## config.mk

```make
export PLATFORM = sky130hd
export DESIGN_NAME = imem_boot_loader
export DESIGN_NICKNAME = d
export VERILOG_FILES = /design/src/rtl/imem_boot_loader.sv
export SDC_FILE = /design/constraint.sdc
export NUM_CORES = 1
export LEC_CHECK = 0
export BUFFER_PORTS_ARGS = -buffer_cell sky130_fd_sc_hd__buf_2
export CAP_MARGIN = 20
export CORE_AREA = 2 2 105 107
export DETAILED_ROUTE_END_ITERATION = 8
export DIE_AREA = 0 0 107 109
export PLACE_DENSITY = 0.71
export SYNTH_ARGS = -nofsm -noshare
export SYNTH_HDL_FRONTEND = slang
export SYNTH_SLANG_ARGS = --single-unit
```

## constraint.sdc

```tcl
create_clock -name ref_clk -period 2.3 [get_ports ref_clk]
set_input_delay 0.115 -clock ref_clk [delete_from_list [all_inputs] [get_ports ref_clk]]
set_output_delay 0.115 -clock ref_clk [all_outputs]
set_load 0.01 [all_outputs]
```

## src/rtl/imem_boot_loader.sv

```systemverilog
// Byte-stream boot loader: assembles framed 32-bit words into instruction memory and
// holds the processor in reset until a frame with a good checksum has been loaded.
module imem_boot_loader #(
  parameter int          ADDR_W = 6,
  parameter int          DEPTH  = 64,
  parameter logic [7:0]  SYNC   = 8'hA5
) (
  input  logic              ref_clk,
  input  logic              reset,
  input  logic              rx_valid,
  input  logic [7:0]        rx_byte,
  output logic              rx_ready,
  output logic              imem_we,
  output logic [ADDR_W-1:0] imem_addr,
  output logic [31:0]       imem_wdata,
  output logic              cpu_reset,
  output logic              done,
  output logic              error
);

  localparam logic [15:0] DEPTH_W = 16'(DEPTH);

  typedef enum logic [2:0] {
    S_IDLE,
    S_HDR_HI,
    S_HDR_LO,
    S_LOAD,
    S_WRITE,
    S_CHECK,
    S_DONE,
    S_ERROR
  } state_t;

  state_t            state_reg, state_next;
  logic [15:0]       cnt_reg, cnt_next;
  logic [15:0]       word_idx_reg, word_idx_next;
  logic [1:0]        byte_cnt_reg, byte_cnt_next;
  logic [7:0]        csum_reg, csum_next;
  logic [31:0]       word_reg, word_next;
  logic              imem_we_reg, imem_we_next;
  logic [ADDR_W-1:0] imem_addr_reg, imem_addr_next;
  logic [31:0]       imem_wdata_reg, imem_wdata_next;
  logic              cpu_reset_reg, cpu_reset_next;
  logic              done_reg, done_next;
  logic              error_reg, error_next;

  logic        accept;
  logic [7:0]  csum_acc;
  logic [15:0] hdr_count;
  logic [31:0] word_shifted;

  assign rx_ready     = (state_reg != S_WRITE);
  assign accept       = rx_valid && rx_ready;
  assign csum_acc     = csum_reg ^ rx_byte;
  assign hdr_count    = {cnt_reg[15:8], rx_byte};
  assign word_shifted = {word_reg[23:0], rx_byte};

  assign imem_we    = imem_we_reg;
  assign imem_addr  = imem_addr_reg;
  assign imem_wdata = imem_wdata_reg;
  assign cpu_reset  = cpu_reset_reg;
  assign done       = done_reg;
  assign error      = error_reg;

  always_ff @(posedge ref_clk or negedge reset) begin
    if (!reset) begin
      state_reg      <= S_IDLE;
      cnt_reg        <= '0;
      word_idx_reg   <= '0;
      byte_cnt_reg   <= '0;
      csum_reg       <= '0;
      word_reg       <= '0;
      imem_we_reg    <= 1'b0;
      imem_addr_reg  <= '0;
      imem_wdata_reg <= '0;
      cpu_reset_reg  <= 1'b1;
      done_reg       <= 1'b0;
      error_reg      <= 1'b0;
    end else begin
      state_reg      <= state_next;
      cnt_reg        <= cnt_next;
      word_idx_reg   <= word_idx_next;
      byte_cnt_reg   <= byte_cnt_next;
      csum_reg       <= csum_next;
      word_reg       <= word_next;
      imem_we_reg    <= imem_we_next;
      imem_addr_reg  <= imem_addr_next;
      imem_wdata_reg <= imem_wdata_next;
      cpu_reset_reg  <= cpu_reset_next;
      done_reg       <= done_next;
      error_reg      <= error_next;
    end
  end

  always_comb begin
    state_next      = state_reg;
    cnt_next        = cnt_reg;
    word_idx_next   = word_idx_reg;
    byte_cnt_next   = byte_cnt_reg;
    csum_next       = csum_reg;
    word_next       = word_reg;
    imem_we_next    = 1'b0;
    imem_addr_next  = imem_addr_reg;
    imem_wdata_next = imem_wdata_reg;
    cpu_reset_next  = cpu_reset_reg;
    done_next       = done_reg;
    error_next      = error_reg;

    case (state_reg)
      // Idle and both terminal states only react to a sync byte (re-arm).
      S_IDLE, S_DONE, S_ERROR: begin
        if (accept && rx_byte == SYNC) begin
          cpu_reset_next = 1'b1;
          done_next      = 1'b0;
          error_next     = 1'b0;
          cnt_next       = '0;
          word_idx_next  = '0;
          byte_cnt_next  = '0;
          csum_next      = '0;
          state_next     = S_HDR_HI;
        end
      end
      S_HDR_HI: begin
        if (accept) begin
          cnt_next[15:8] = rx_byte;
          csum_next      = csum_acc;
          state_next     = S_HDR_LO;
        end
      end
      S_HDR_LO: begin
        if (accept) begin
          cnt_next[7:0] = rx_byte;
          csum_next     = csum_acc;
          if (hdr_count > DEPTH_W) begin
            error_next = 1'b1;
            state_next = S_ERROR;
          end else if (hdr_count == 16'd0) begin
            state_next = S_CHECK;
          end else begin
            state_next = S_LOAD;
          end
        end
      end
      S_LOAD: begin
        if (accept) begin
          csum_next     = csum_acc;
          word_next     = word_shifted;
          byte_cnt_next = byte_cnt_reg + 2'd1;
          // Fourth byte: present the word on the memory port during WRITE.
          if (byte_cnt_reg == 2'd3) begin
            imem_we_next    = 1'b1;
            imem_addr_next  = word_idx_reg[ADDR_W-1:0];
            imem_wdata_next = word_shifted;
            state_next      = S_WRITE;
          end
        end
      end
      S_WRITE: begin
        word_idx_next = word_idx_reg + 16'd1;
        if (word_idx_reg + 16'd1 == cnt_reg) begin
          state_next = S_CHECK;
        end else begin
          state_next = S_LOAD;
        end
      end
      S_CHECK: begin
        if (accept) begin
          csum_next = csum_acc;
          if (csum_acc == 8'h00) begin
            done_next      = 1'b1;
            cpu_reset_next = 1'b0;
            state_next     = S_DONE;
          end else begin
            error_next = 1'b1;
            state_next = S_ERROR;
          end
        end
      end
      default: state_next = S_IDLE;
    endcase
  end

endmodule
```

==> results.json <==
{
  "run_status": "finished clean",
  "whs_ns": 0.0460,
  "dieArea_um2": 11700,
  "hold_violations": 0,
  "clockBufferDepth": 2,
  "grt_max_degree": 48,
  "tightestPinTransition_ns": 0.855,
  "areaGrowthSynthToFinish_pct": 10.4,
  "totalWireLength_mm": 12.6,
  "critPathRequiredTime_ns": 2.56,
  "grt-ovfl-total": 0,
  "synth_edf_count": 0,
  "synth_top_area_share": 0.505,
  "final_nets": 675,
  "num_vias": 4448,
  "antenna_cells": 0,
  "cts_buffers": 9,
  "final_common_cell": "nand2_1",
  "drc": 0,
  "syn_area_um2": 5450,
  "post-place-ws_ns": 0.0898,
  "grtUsageTotal": 0.230,
  "maxCapViolCount": 0,
  "grt_pass1_wl_mm": 21.2,
  "coreArea_um2": 10600,
  "avgSynthCellArea_um2": 8.84,
  "yosysUniqueCellTypes": 56,
  "clkTransAtPathRegs_ns": 0.11,
  "ys_warn_count": 0,
  "slew_violations": 0,
  "fin_crit_sh": 0.937,
  "ys_seq_elements": 111,
  "initial_core_util": 0.514,
  "ys_seq_area_frac": 0.510,
  "gp_congestion": 0.960,
  "finalSetupTns_ns": 0,
  "cts_setup_buffers": 0,
  "fmax_mhz": 464,
  "yosys_most_used_dff": "dfrtp_1",
  "setup_viol": 0,
  "cts_root_buffer": "clkbuf_8",
  "grt_pass1_vias": 4312,
  "worst_setup_path_end_kind": "flip-flop",
  "place_inst": 790,
  "io_pins": 54,
  "p_leak_nw": 3.00,
  "drive_above_1_share": 0.165,
  "place_hpwl_mm": 8.74,
  "firstDrtPassIters": 5,
  "slew-limit-headroom": 0.430,
  "p_per_area_nw_per_um2": 1180,
  "hold_path_class": "primary input to flip-flop",
  "layout_min_cycle_time_ns": 2.16,
  "cts_htree_levels": 3,
  "drtIter0Drc": 301,
  "finClkSkew_ns": 0.0113,
  "synth_area_leaders": "dfrtp_1 (50%), nand2_1 (15%), o21ai_0 (4.4%), a22o_1 (2.9%), nor2_1 (2.7%)",
  "startpoint_type": "flip-flop",
  "final_core_util": 0.568,
  "syn_nets": 630,
  "clk_latency_ns": 0.38,
  "cts_tree": "built",
  "arrival_ns": 2.41,
  "final_cell_mix": "nand2_1 (212), dfrtp_1 (109), buf_2 (52)",
  "largest_register_ffs": 32,
  "synthArstFlopShare": 1.00,
  "yosys.area.top_type": "dfrtp_1",
  "dpl_cell_area_um2": 5830,
  "fin_cells": 807,
  "ir_worst_vdd_v": 0.000621,
  "num_rows": 38,
  "design_area_um2": 6020,
  "path_max_fanout": 10,
  "die_h_um": 109,
  "rsz0062_at_grt": "false",
  "ant_nets": 0,
  "post-route-worst-setup-slack_ns": 0.144,
  "port_buffers": 53,
  "via_per_inst": 5.51,
  "die_w_um": 107,
  "antenna_found_initial": 0,
  "p_total_mw": 7.13,
  "clock-sinks": 111,
  "worstSetupPathType": "flip-flop to flip-flop",
  "wl_per_cell_um": 15.7,
  "postSynthCellCount": 617
}
==> cell type report <==
cell class,instances,area [um^2]
multi-input combinational,457,2410
sequential,111,2780
fill,927,4580
clock inverter,5,40.0
clock buffer,11,141
inverter,10,37.5
tap,140,175
timing repair buffer,73,433
==> where the power goes <==
part | internal, mW | switching [mW]
registers | 2.69 | 0.756
clock network | 0.433 | 0.692
logic | 1.12 | 1.44
==> repair_timing <==
action	CTS	global route
endpoints found under the hold margin	43	0
hold buffers	1	0
gates resized for setup	0	2
setup endpoints to repair	0	2
==> critical path: stages (launching register included) <==
cell and delay [ns]:
dfrtp_1 0.53, nand3_2 0.25, nor4_1 0.61, xnor2_1 0.18, o2111ai_1 0.12, nor4_2 0.24, o21bai_1 0.10
==> cell families (layout without fill, tap and decap cells) <==
family | count (synthesis) | count (layout) | synth area share
compound gates | 111 | 111 | 0.133
xor+xnor | 24 | 24 | 0.0385
fa+ha+maj | 2 | 2 | 0.00459
buf+inv | 49 | 99 | 0.0482
flops | 111 | 111 | 0.510
mux | 3 | 3 | 0.00574
simple gates | 317 | 317 | 0.261
==> layer usage <==
metal | GRT usage | share of wire | vias to the layer above | routed length (um)
met1 | 0.330 | 0.48 | 2131 | 6050
met4 | 0.0853 | 0.024 | 0 | 307
met2 | 0.352 | 0.45 | 136 | 5660
met5 | 0 | 0 | - | 0
li1 | - | - | 2157 | -
met3 | 0.0383 | 0.049 | 24 | 620
==> path summary, 6_finish.rpt <==
| path | from | slack, ns | endpoint | cells after the start |
|---|---|---|---|---|
| max | word_idx_reg[2] | 0.14 | state_reg[1] | 6 |
| max reg2reg | word_idx_reg[2] | 0.14 | state_reg[1] | 6 |
| min | rx_byte[6] | 0.05 | word_reg[6] | 3 |
| max in group asynchronous | reset | 1.19 | cpu_reset | 3 |
| min reg2reg | imem_wdata[29] | 0.48 | imem_wdata[29] | 2 |
| min in group asynchronous | reset | 0.28 | imem_addr[2] | 2 |
==> Yosys cell counts (all sizes together), types with 2 or more instances <==
| library cell | number |
|---|---|
| nor3 | 11 |
| dfrtp | 110 |
| ha | 2 |
| o2bb2ai | 2 |
| nand2 | 212 |
| o31ai | 7 |
| a211oi | 4 |
| a21oi | 8 |
| a31oi | 2 |
| a22o | 18 |
| o2111ai | 3 |
| inv | 10 |
| and2 | 3 |
| nor4 | 8 |
| nor2 | 39 |
| buf | 16 |
| mux2i | 2 |
| xnor2 | 15 |
| nor2b | 2 |
| o211ai | 6 |
| o21bai | 3 |
| nand2b | 10 |
| xor2 | 9 |
| a21o | 2 |
| nand4 | 6 |
| nand3 | 11 |
| or3 | 3 |
| clkbuf | 23 |
| and3 | 6 |
| o21ai | 50 |
(Power assumes the default switching activity.)
